$ cat src/rtl/bp_pkg.sv
// Shared types and constants for the branch predictor.
// Counter encodings and the redirect bundle.
package bp_pkg;

  typedef enum logic [1:0] {
    SNT = 2'b00,
    WNT = 2'b01,
    WT  = 2'b10,
    ST  = 2'b11
  } bp_state_e;

  localparam logic [31:0] PC_INC = 32'd4;

  typedef struct packed {
    logic        redirect;
    logic [31:0] pc;
    logic        ifid_flush;
    logic        idex_flush;
  } bp_redir_t;

endpackage

$ cat src/rtl/bp_sat_counter.sv
// Two-bit up/down saturating predictor counter.
// Steps toward taken or not-taken when enabled.
module bp_sat_counter
  import bp_pkg::*;
#(
  parameter logic [1:0] RST_VAL = 2'b11
) (
  input  logic       clk_i,
  input  logic       rst_i,
  input  logic       en_i,
  input  logic       taken_i,
  output logic [1:0] state_o
);

  logic [1:0] state_q;
  logic [1:0] state_d;

  always_comb begin
    state_d = state_q;
    if (taken_i) begin
      if (state_q != ST)
        state_d = state_q + 2'd1;
    end else begin
      if (state_q != SNT)
        state_d = state_q - 2'd1;
    end
  end

  always_ff @(posedge clk_i or negedge rst_i) begin
    if (!rst_i)
      state_q <= RST_VAL;
    else if (en_i)
      state_q <= state_d;
  end

  assign state_o = state_q;

endmodule

$ cat src/rtl/branch_predict_unit.sv
// ID-stage predictor and EX-stage resolver.
// Drives flushes, PC redirect and statistics.
module branch_predict_unit
  import bp_pkg::*;
#(
  parameter logic [1:0] INIT_STATE = 2'b11,
  parameter int         CNT_W      = 16
) (
  input  logic             clk_i,
  input  logic             rst_i,
  input  logic             ID_Branch_i,
  input  logic [31:0]      ID_Branch_PC_i,
  input  logic             Stall_i,
  input  logic             EX_Branch_i,
  input  logic             EX_BranchPredict_i,
  input  logic             EX_Zero_i,
  input  logic [31:0]      EX_PC_i,
  input  logic [31:0]      EX_Branch_PC_i,
  output logic             BranchPredict_o,
  output logic             Redirect_o,
  output logic [31:0]      Redirect_PC_o,
  output logic             IFID_flush_o,
  output logic             IDEX_flush_o,
  output logic             Mispredict_o,
  output logic [1:0]       Predict_state_o,
  output logic [CNT_W-1:0] Branch_count_o,
  output logic [CNT_W-1:0] Mispredict_count_o
);

  logic [1:0]       state;
  logic             mispredict;
  logic             id_take;
  logic [31:0]      recover_pc;
  bp_redir_t        redir;
  logic [CNT_W-1:0] br_cnt_q;
  logic [CNT_W-1:0] mp_cnt_q;

  bp_sat_counter #(
    .RST_VAL(INIT_STATE)
  ) u_sat_counter (
    .clk_i  (clk_i),
    .rst_i  (rst_i),
    .en_i   (EX_Branch_i),
    .taken_i(EX_Zero_i),
    .state_o(state)
  );

  assign BranchPredict_o = ID_Branch_i & state[1];

  assign mispredict =
    EX_Branch_i & (EX_Zero_i ^ EX_BranchPredict_i);

  assign recover_pc = EX_Zero_i ? EX_Branch_PC_i
                                : EX_PC_i + PC_INC;

  // A stalled ID branch must not redirect; EX recovery wins anyway.
  assign id_take =
    ~mispredict & BranchPredict_o & ~Stall_i;

  always_comb begin
    redir = '0;
    unique case (1'b1)
      mispredict: begin
        redir.redirect   = 1'b1;
        redir.pc         = recover_pc;
        redir.ifid_flush = 1'b1;
        redir.idex_flush = 1'b1;
      end
      id_take: begin
        redir.redirect   = 1'b1;
        redir.pc         = ID_Branch_PC_i;
        redir.ifid_flush = 1'b1;
      end
      default: ;
    endcase
  end

  assign Redirect_o    = redir.redirect;
  assign Redirect_PC_o = redir.pc;
  assign IFID_flush_o  = redir.ifid_flush;
  assign IDEX_flush_o  = redir.idex_flush;
  assign Mispredict_o  = mispredict;

  always_ff @(posedge clk_i or negedge rst_i) begin
    if (!rst_i) begin
      br_cnt_q <= '0;
      mp_cnt_q <= '0;
    end else begin
      if (EX_Branch_i && br_cnt_q != '1)
        br_cnt_q <= br_cnt_q + CNT_W'(1);
      if (mispredict && mp_cnt_q != '1)
        mp_cnt_q <= mp_cnt_q + CNT_W'(1);
    end
  end

  assign Predict_state_o    = state;
  assign Branch_count_o     = br_cnt_q;
  assign Mispredict_count_o = mp_cnt_q;

endmodule

$ cat config.mk
export PLATFORM = sky130hd
export DESIGN_NAME = branch_predict_unit
export DESIGN_NICKNAME = d
export VERILOG_FILES = /design/src/rtl/bp_pkg.sv /design/src/rtl/bp_sat_counter.sv /design/src/rtl/branch_predict_unit.sv
export SDC_FILE = /design/constraint.sdc
export NUM_CORES = 1
export LEC_CHECK = 0
export CORE_UTILIZATION = 42
export CTS_BUF_LIST = sky130_fd_sc_hd__clkbuf_8
export CTS_CLUSTER_DIAMETER = 50
export DETAILED_ROUTE_END_ITERATION = 12
export GPL_TIMING_DRIVEN = 0
export HOLD_SLACK_MARGIN = 0.12
export PLACE_DENSITY = 0.95
export RECOVER_POWER = 50
export SLEW_MARGIN = 20
export SYNTH_ARGS = -nofsm -noshare
export SYNTH_HDL_FRONTEND = slang
export SYNTH_SLANG_ARGS = --single-unit
$ cat constraint.sdc
create_clock -name clk_i -period 3.91 [get_ports clk_i]
set_clock_uncertainty 0.05 [all_clocks]
set_input_delay 0.782 -clock clk_i [delete_from_list [all_inputs] [get_ports clk_i]]
set_output_delay 0.782 -clock clk_i [all_outputs]
set_load 0.005 [all_outputs]
# [Word-level counts from Yosys, hierarchy flattened]
# Index checks and enable logic that the tools add are counted.
[totals] in_bits=103 wordCells=30 regBits=34
[classes] n_reduce_logical=5 n_addsub=5 bitwise=7 n_eq_ne=4 mux=6
[ops] op="34-bit one-hot mux with 2 select lines" n=1
[ops] op="16-bit by 1-bit adder with 16-bit output (second input constant)" n=2
[ops] op="32-bit by 3-bit adder with 32-bit output (second input constant)" n=1
[ops] op="32-bit two-way mux" n=1
[ops] op="16-bit != test (second input constant)" n=2
[ops] op="2-bit two-way mux" n=3
[ops] op="1-bit bitwise AND" n=4
[ops] op="2-bit nonzero test" n=2
[ops] op="3-bit AND reduction" n=1
[ops] op="2-bit by 1-bit adder with 2-bit output (second input constant)" n=1
[ops] op="1-bit logical AND" n=2
[ops] op="2-bit by 1-bit != test with 1-bit output (second input constant)" n=1
[ops] op="2-bit != test (second input constant)" n=1
[ops] op="1-bit NOT" n=2
[ops] op="2-bit by 1-bit subtractor with 2-bit output (second input constant)" n=1
[ops] op="1-bit two-way mux" n=1
[ops] op="1-bit XOR" n=1

# [Depth between registers and ports, before layout]
# Gate-level depths: netlist (run 1).
[logic_depth] ltp_word=6 mapped_depth=7 ltp_nobuf=6

# [Modules after synthesis]
# A second synthesis (run 1) with hierarchy kept.
[unflattened] cells_unflattened=350 hier_area_um2=2842.7
[by_module_without_submodules] module="branch_predict_unit" cells_each=342 n_inst=1 area_each_um2=2745.1
[by_module_without_submodules] module="bp_sat_counter" cells_each=8 n_inst=1 area_each_um2=97.6

# [Worst setup path before layout (run 1)]
# OpenSTA, ideal clock, no wires.
[synth_timing] kind="input to output" startpoint="input EX_PC_i[2]" endpoint="output Redirect_PC_o[28]" path_stages=6 path_slack_ns=0.979 arrival_ns=2.099 n_path_buf=0 cell_sequence="ha_1 -> inv_1 -> or4_4 -> nor4_4 -> xnor2_1 -> o21ai_1"
[synth_between] elab_chain_cells=3
[synth_lines] item="start, declared" line_no="branch_predict_unit.sv:17" source="input logic [31:0] EX_PC_i,"
[synth_lines] item="32-bit by 3-bit adder with 32-bit output" line_no="branch_predict_unit.sv:54" source=": EX_PC_i + PC_INC;"
[synth_lines] item="32-bit two-way mux" line_no="branch_predict_unit.sv:53" source="assign recover_pc = EX_Zero_i ? EX_Branch_PC_i"
[synth_lines] item="34-bit one-hot mux with 2 select lines" line_no="branch_predict_unit.sv:62" source="unique case (1'b1)"
[synth_lines] item="end, declared" line_no="branch_predict_unit.sv:21" source="output logic [31:0] Redirect_PC_o,"
# No other way between the ends.

# [Worst setup path after layout (run 1)]
[layout_timing] startpoint="input EX_PC_i[7]" endpoint="output Redirect_PC_o[20]"
# Same word-level chain as after synthesis.

==> qor.csv, run 1 <==
metric,value,unit
fin crit share,97.3,%
gpl congestion,0.902,
Initial DRC Count,191,
"CTS clk-pin slew, worst paths",70,ps
"commonest non-fill, non-tap cell in the layout",clkdlybuf4s50_1,
final core utilization,75.3,%
most frequent cells in the layout,"clkdlybuf4s50_1, dfrtp_1, nand3_1",
yosys warns,0,
Layout fillers,490,
vias in the first global route,3512,
Leak,1.94,nW
die area,7040,sq um
Synth Area per Inst,8.12,sq um
die span in y,83.9,microns
chip width,83.9,microns
"Cell Count, Final, Fillers Out",608,
post-synthesis sequential area ratio,30.3,%
power density over cell area,309,nW/um^2
RSZ-0062 raised after global routing,no,
Worst-Margin Slew,1790,ps
worst setup margin,104,ps
post-place instance area,4620,sq um
area of the multi-input gates,1940,sq um
layout cell share with drive strength beyond 1,7.53,%
overall routing resource usage,29.8,%
Fin. Hold Viols,0,
Final Power,1.50,mW
Netlist cell types,48,
Seq cells post-synth,34,
Core Box Area,6420,sq um
vias,3574,
Relative slew margins,-19.4,%
Clock Latency Late Sink,290,ps
H-Tree Depth,2,
Register Area,853,sq um
GRT overflow,0,
main flop type after synthesis,dfrtp_1,
hold slack final,436,ps
mapped cell area,2820,sq um
Worst Hold Class,flop to flop,
endpoint arrival time on the critical path,2970,ps
nature of the critical path startpoint,primary input,
failing checks,"DRC, capacitance limit, slew limit",
PortBufs,171,
Syn Nets,453,
minimum clock period,3810,ps
largest net degree at the start of global routing,35,
final net count,636,
synthesis-to-layout area growth,71.5,%
Setup Viol. Count Final,0,
ANT cells,0,
Post-DRT Antenna Nets,0,
Initial Util,43.9,%
max_cap viols,1,
First-pass DRT Iterations,9,
IR Drop Worst-Case VDD,361,uV
status,finished with violations,
CTS tree,yes,
Final Cell Area,4840,sq um
initial antenna violation count,0,
dpl hpwl,8.11,mm
drc violations,10,
drt wl/cell,17.3,microns
Required @ worst endpoint,3080,ps
Root Buffer Master,clkbuf_8,
CP Max Fanout,2,
endpoint class of the critical path,output pin,
total wire length,10.5,mm
"FFs w/ async S/R, synth",100,%
hold_buf cts,0,
Setup TNS Final,0,ps
# IOs,174,
Post-Place Setup Slack,-303,ps
Gate Count Post-Synth,347,
first-pass GRT wire length,16.8,mm
dpl cells,595,
number of buffers created by CTS,5,
Max Clock Freq,263,MHz
number of flops mapped to enable cells by yosys,0,
Clock Sinks,34,
Max Root-Sink Buffers,2,
vias per cell,5.88,
FP Rows,29,
crit path kind,primary input to output pin,
max-slew violations,35,
-- worst max-delay path: stages --
cell,delay [ps]
clkdlybuf4s50_1,550
nand4_4,100
or4_4,580
nor2_1,150
xnor2_1,100
o21ai_0,160
clkdlybuf4s50_1,540
-- cells by family after synthesis --
kind of cell | after synthesis | synth area share [%]
fa+ha+maj | 3 | 1.33
compound gates | 81 | 18.2
buf+inv | 20 | 3.02
flops | 34 | 30.3
simple gates | 152 | 29.0
xor+xnor | 50 | 15.5
mux | 7 | 2.62
-- per-layer routing --
metal	vias up	global-route usage (%)	wire length (microns)
met5	-	0	0
met2	165	53.1	5440
met1	1719	35.3	4140
met3	33	4.95	607
li1	1657	-	-
met4	0	12.5	327
-- layout make-up --
type                    count  area share (%)
clock buffers               5            1.42
repair buffers            177            36.2
multi-input cells         293            40.1
flip-flops and latches     34            17.6
well taps                  77            1.99
plain buffers              14            1.42
inverters                   5           0.388
clock inverters             3           0.776
-- what timing repair did --
action | CTS | global route
resized for setup | 19 | 16
setup buffers | 5 | 1
pin swaps | 5 | 1
endpoints found under the setup margin | 30 | 22
endpoints found under the hold margin | 0 | 0
-- sequential cells by signal, summed over array words and instances (netlist names) --
| signal | cells |
|---|---|
| Mispredict_count_o | 16 |
| Branch_count_o | 16 |
| u_sat_counter.state_o | 2 |
-- worst paths after layout --
kind	start	slack, ps	end	cells past startpoint
hold / removal	Branch_count_o[4]	440	Branch_count_o[4]	1
min in group asynchronous	rst_i	910	Branch_count_o[12]	1
setup reg to reg	Mispredict_count_o[0]	1810	Mispredict_count_o[1]	5
setup / recovery	EX_PC_i[7]	100	Redirect_PC_o[20]	7
max in group asynchronous	rst_i	1850	Mispredict_count_o[4]	1
hold reg to reg	Branch_count_o[4]	440	Branch_count_o[4]	1
-- synth_stat cells, types with 5 or more instances --
| cell | number | area (sq um) |
|---|---|---|
| nand3_1 | 33 | 165 |
| o21ai_0 | 33 | 165 |
| dfrtp_1 | 32 | 801 |
| xor2_1 | 30 | 263 |
| nand2_1 | 29 | 109 |
| nor2_1 | 29 | 109 |
| xnor2_1 | 20 | 175 |
| nand4_1 | 16 | 100 |
| a22oi_1 | 14 | 105 |
| clkbuf_1 | 11 | 41.3 |
| and3_1 | 10 | 62.6 |
| a21oi_1 | 9 | 45.0 |
| nor3_1 | 8 | 40.0 |
| and4_1 | 7 | 61.3 |
| a32oi_1 | 5 | 43.8 |
-- power by group --
group | internal, mW | switching, mW
logic | 0.380 | 0.247
registers | 0.437 | 0.114
clock network | 0.186 | 0.133
total | 1.00 | 0.493
Power figures use the tool's default switching activity.
==> run 2, diff against run 1 <==
- SKIP_CTS_REPAIR_TIMING: not set -> 1
==> qor.csv, run 2 (synthesis results as in run 1) <==
metric,value,unit,change
status,finished with violations,,unchanged
failing checks,"DRC, capacitance limit, slew limit",,unchanged
Relative slew margins,-17.9,%,was -19.4%
endpoint arrival time on the critical path,2990,ps,was 2970 ps
Layout fillers,474,,was 490
Clock Sinks,34,,unchanged
synthesis-to-layout area growth,72.3,%,was 71.5%
first-pass GRT wire length,16.5,mm,was 16.8 mm
total wire length,10.6,mm,was 10.5 mm
max-slew violations,35,,unchanged
CP Max Fanout,8,,was 2
post-place instance area,4620,sq um,unchanged
most frequent cells in the layout,"clkdlybuf4s50_1, nand3_1, o21ai_0",,"was clkdlybuf4s50_1, dfrtp_1, nand3_1"
Max Clock Freq,262,MHz,was 263 MHz
drc violations,10,,unchanged
ANT cells,0,,unchanged
largest net degree at the start of global routing,35,,unchanged
power density over cell area,308,nW/um^2,was 309 nW/um^2
Worst Hold Class,flop to flop,,unchanged
Setup TNS Final,0,ps,unchanged
die span in y,83.9,microns,unchanged
Leak,2.02,nW,was 1.94 nW
PortBufs,171,,unchanged
CTS tree,yes,,unchanged
worst r2r src,Mispredict_count_o[0],,unchanged
GRT overflow,0,,unchanged
Core Box Area,6420,sq um,unchanged
drt wl/cell,17.4,microns,was 17.3 microns
Max Root-Sink Buffers,2,,unchanged
layout cell share with drive strength beyond 1,7.17,%,was 7.53%
die area,7040,sq um,unchanged
FF-to-FF setup slack,1800,ps,was 1810 ps
gpl congestion,0.902,,unchanged
fin crit share,97.7,%,was 97.3%
endpoint class of the critical path,output pin,,unchanged
FP Rows,29,,unchanged
final net count,635,,was 636
Initial Util,43.9,%,unchanged
H-Tree Depth,2,,unchanged
dpl hpwl,8.11,mm,unchanged
minimum clock period,3820,ps,was 3810 ps
"commonest non-fill, non-tap cell in the layout",clkdlybuf4s50_1,,unchanged
vias per cell,5.85,,was 5.88
overall routing resource usage,29.3,%,was 29.8%
chip width,83.9,microns,unchanged
Worst-Margin Slew,1770,ps,was 1790 ps
vias in the first global route,3480,,was 3512
vias,3553,,was 3574
CP endpoint,Redirect_PC_o[27],,was Redirect_PC_o[20]
Setup Viol. Count Final,0,,unchanged
Final Cell Area,4860,sq um,was 4840 sq um
initial antenna violation count,0,,unchanged
nature of the critical path startpoint,primary input,,unchanged
Initial DRC Count,219,,was 191
Root Buffer Master,clkbuf_8,,unchanged
First-pass DRT Iterations,9,,unchanged
max_cap viols,1,,unchanged
critical hold path startpoint,Branch_count_o[4],,unchanged
crit path from,EX_PC_i[11],,was EX_PC_i[7]
IR Drop Worst-Case VDD,359,uV,was 361 uV
crit path kind,primary input to output pin,,unchanged
"CTS clk-pin slew, worst paths",70,ps,about the same
Post-DRT Antenna Nets,0,,unchanged
number of buffers created by CTS,5,,unchanged
worst flop-to-flop path endpoint,Mispredict_count_o[1],,unchanged
R2R depth,5,,unchanged
Fin. Hold Viols,0,,unchanged
# IOs,174,,unchanged
Required @ worst endpoint,3080,ps,about the same
Clock Latency Late Sink,290,ps,about the same
[run 2: cell types whose count changed in the layout (fill, tap and decap cells not counted), moves of 2 or more]
cell            before  now
dlygate4sd2_1        7    0
o21ai_0             31   33
dlymetal6s2s_1       4   12
o21ai_1              4    2
buf_4                9    7
[run 2: area by class of cell]
cell class	instances	area, sq um	share of cell area [%]
clock inverters	3	37.5	0.773
flip-flops and latches	34	853	17.6
plain buffers	14	68.8	1.42
multi-input cells	293	1940	40.0
repair buffers	176	1770	36.5
inverters	5	18.8	0.386
well taps	77	96.3	1.98
clock buffers	5	68.8	1.42
[run 2: through the flow]
| stage | util (%) | cells | hold slack [ps] | setup WS (ps) | power, mW |
|---|---|---|---|---|---|
| final | 75.6 | 607 | 436 | 91.8 | 1.49 |
| after global routing | 75.6 | 607 | 460 | -19.1 | 1.58 |
| after CTS | 73.6 | 603 | 445 | -323 | 1.50 |
| after floorplan | - | 347 | 427 | 979 | 0.755 |
| after detailed placement | 72.0 | 595 | 429 | -303 | 1.18 |
| after global placement | 72.0 | 595 | 421 | -234 | 1.15 |
[run 2: how the worst min path moves through the flow]
stage	end	slack [ps]	cells after the start
final	Branch_count_o[4]	440	1
after global routing	Branch_count_o[4]	460	1
after CTS	Branch_count_o[4]	450	1
after detailed placement	Mispredict_count_o[5]	430	1
after global placement	Branch_count_o[4]	420	1
after floorplan	Mispredict_count_o[5]	430	1
[run 2: report_power, final]
group	switching [mW]	total (mW)	internal (mW)
combinational	0.246	0.627	0.381
clock	0.131	0.317	0.186
sequential	0.113	0.551	0.438
[run 2: routing by layer]
layer  GRT usage [%]  up-vias  routed length [microns]
li1                -     1653                        -
met1            34.3     1686                     4060
met2            52.2      171                     5420
met3            5.44       43                      672
met4            12.5        0                      414
met5               0        -                        0
[run 2: worst max-delay path, stage by stage]
cell and delay, ps:
clkdlybuf4s50_1 500, nand4_1 130, buf_4 170, nor2_2 300, and4_1 340, mux2i_1 220
nand2_1 60, clkdlybuf4s50_1 460
==> run 3, diff against run 2 <==
- CORE_UTILIZATION: 42 -> 35
- MAX_ROUTING_LAYER: not set -> met4
- PLACE_DENSITY: 0.95 -> 0.82
- SLEW_MARGIN: 20 -> 5
==> qor.csv, run 3 (synthesis results as in run 1) <==
metric,value,unit,change
crit path kind,primary input to output pin,,unchanged
drt wl/cell,16.8,microns,was 17.4 microns
status,finished with violations,,unchanged
dpl hpwl,8.39,mm,was 8.11 mm
# IOs,174,,unchanged
DR WL met3,590,microns,was 672 microns
number of buffers created by CTS,5,,unchanged
endpoint arrival time on the critical path,3040,ps,was 2990 ps
First-pass DRT Iterations,4,,was 9
Layout fillers,688,,was 474
"CTS clk-pin slew, worst paths",60,ps,was 70 ps
failing checks,"capacitance limit, slew limit",,"was DRC, capacitance limit, slew limit"
area of the multi-input gates,1960,sq um,was 1940 sq um
FP Rows,32,,was 29
first-pass GRT wire length,16.8,mm,was 16.5 mm
Initial Util,36.3,%,was 43.9%
Post-DRT Antenna Nets,0,,unchanged
vias per cell,5.44,,was 5.85
"commonest non-fill, non-tap cell in the layout",clkdlybuf4s50_1,,unchanged
Max Clock Freq,259,MHz,was 262 MHz
Leak,1.94,nW,was 2.02 nW
Worst Hold Class,flop to flop,,unchanged
vias,3454,,was 3553
total wire length,10.7,mm,was 10.6 mm
Core Box Area,7770,sq um,was 6420 sq um
minimum clock period,3870,ps,was 3820 ps
final core utilization,63.1,%,was 75.6%
initial antenna violation count,0,,unchanged
Final Cell Area,4900,sq um,was 4860 sq um
post-place instance area,4650,sq um,was 4620 sq um
Max Root-Sink Buffers,2,,unchanged
IR Drop Worst-Case VDD,263,uV,was 359 uV
chip width,91.7,microns,was 83.9 microns
max_cap viols,1,,unchanged
Post-Place Setup Slack,-315,ps,was -303 ps
most frequent cells in the layout,"clkdlybuf4s50_1, dfrtp_1, nand3_1, o21ai_0, xor2_1",,"was clkdlybuf4s50_1, nand3_1, o21ai_0"
power density over cell area,296,nW/um^2,was 308 nW/um^2
overall routing resource usage,26.1,%,was 29.3%
Required @ worst endpoint,3080,ps,about the same
max-slew violations,35,,unchanged
Register Area,853,sq um,unchanged
Initial DRC Count,139,,was 219
ANT cells,0,,unchanged
DRT met1 WL,4.59,mm,was 4.06 mm
CTS tree,yes,,unchanged
worst setup margin,42.0,ps,was 91.8 ps
RSZ-0062 raised after global routing,yes,,
die area,8420,sq um,was 7040 sq um
gpl congestion,0.952,,was 0.902
Fin. Hold Viols,0,,unchanged
Root Buffer Master,clkbuf_8,,unchanged
PortBufs,171,,unchanged
vias in the first global route,3342,,was 3480
fin crit share,98.9,%,was 97.7%
drc violations,0,,was 10
nature of the critical path startpoint,primary input,,unchanged
Clock Sinks,34,,unchanged
die span in y,91.7,microns,was 83.9 microns
GRT overflow,0,,unchanged
Setup Viol. Count Final,0,,unchanged
synthesis-to-layout area growth,74.0,%,was 72.3%
final net count,638,,was 635
Worst-Margin Slew,1760,ps,was 1770 ps
Clock Latency Late Sink,290,ps,about the same
CP Max Fanout,4,,was 8
Final Power,1.45,mW,was 1.49 mW
Top Metal Used,met4,,unchanged
H-Tree Depth,2,,unchanged
endpoint class of the critical path,output pin,,unchanged
WL met2,5.24,mm,was 5.42 mm
Relative slew margins,-17.2,%,was -17.9%
Setup TNS Final,0,ps,unchanged
largest net degree at the start of global routing,35,,unchanged
layout cell share with drive strength beyond 1,7.88,%,was 7.17%
-- run 3: path summary, 6_finish.rpt --
path,startpoint,to,slack (ps),cells past startpoint
max,EX_PC_i[12],Redirect_PC_o[18],40,8
min,Branch_count_o[4],Branch_count_o[4],440,1
max reg2reg,Branch_count_o[6],Branch_count_o[1],1860,5
min reg2reg,Branch_count_o[4],Branch_count_o[4],440,1
max in group asynchronous,rst_i,Mispredict_count_o[12],1890,1
min in group asynchronous,rst_i,Branch_count_o[4],910,1
-- run 3: critical path: stages --
cell and delay, ps:
clkdlybuf4s50_1 560, nand3_2 180, nor4_4 350, buf_4 180
nand4_1 120, xor2_1 180, o21ai_0 170, clkdlybuf4s50_1 520
-- run 3: cell type report --
| class | count | area share, % |
|---|---|---|
| multi-input combinational | 293 | 39.9 |
| timing repair buffer | 179 | 36.5 |
| buffer | 14 | 1.38 |
| clock buffer | 6 | 1.68 |
| sequential | 34 | 17.4 |
| tap | 102 | 2.60 |
| inverter | 5 | 0.434 |
| clock inverter | 2 | 0.179 |
-- run 3: per-layer routing --
layer / track usage [%] / vias up
li1: - / 1661
met1: 31.8 / 1633
met2: 43.6 / 139
met3: 5.97 / 21
met4: 7.29 / 0
met5: - / -
-- run 3: stage by stage --
stage,std cells,hold WS [ps]
after detailed placement,620,434
after floorplan,347,427
after CTS,628,443
final,635,441
after global routing,635,463
after global placement,620,429
-- run 3: where the power goes --
part | total, mW | switching [mW] | internal, mW
Clock | 0.262 | 0.123 | 0.139
Combinational | 0.641 | 0.245 | 0.396
Sequential | 0.549 | 0.111 | 0.438
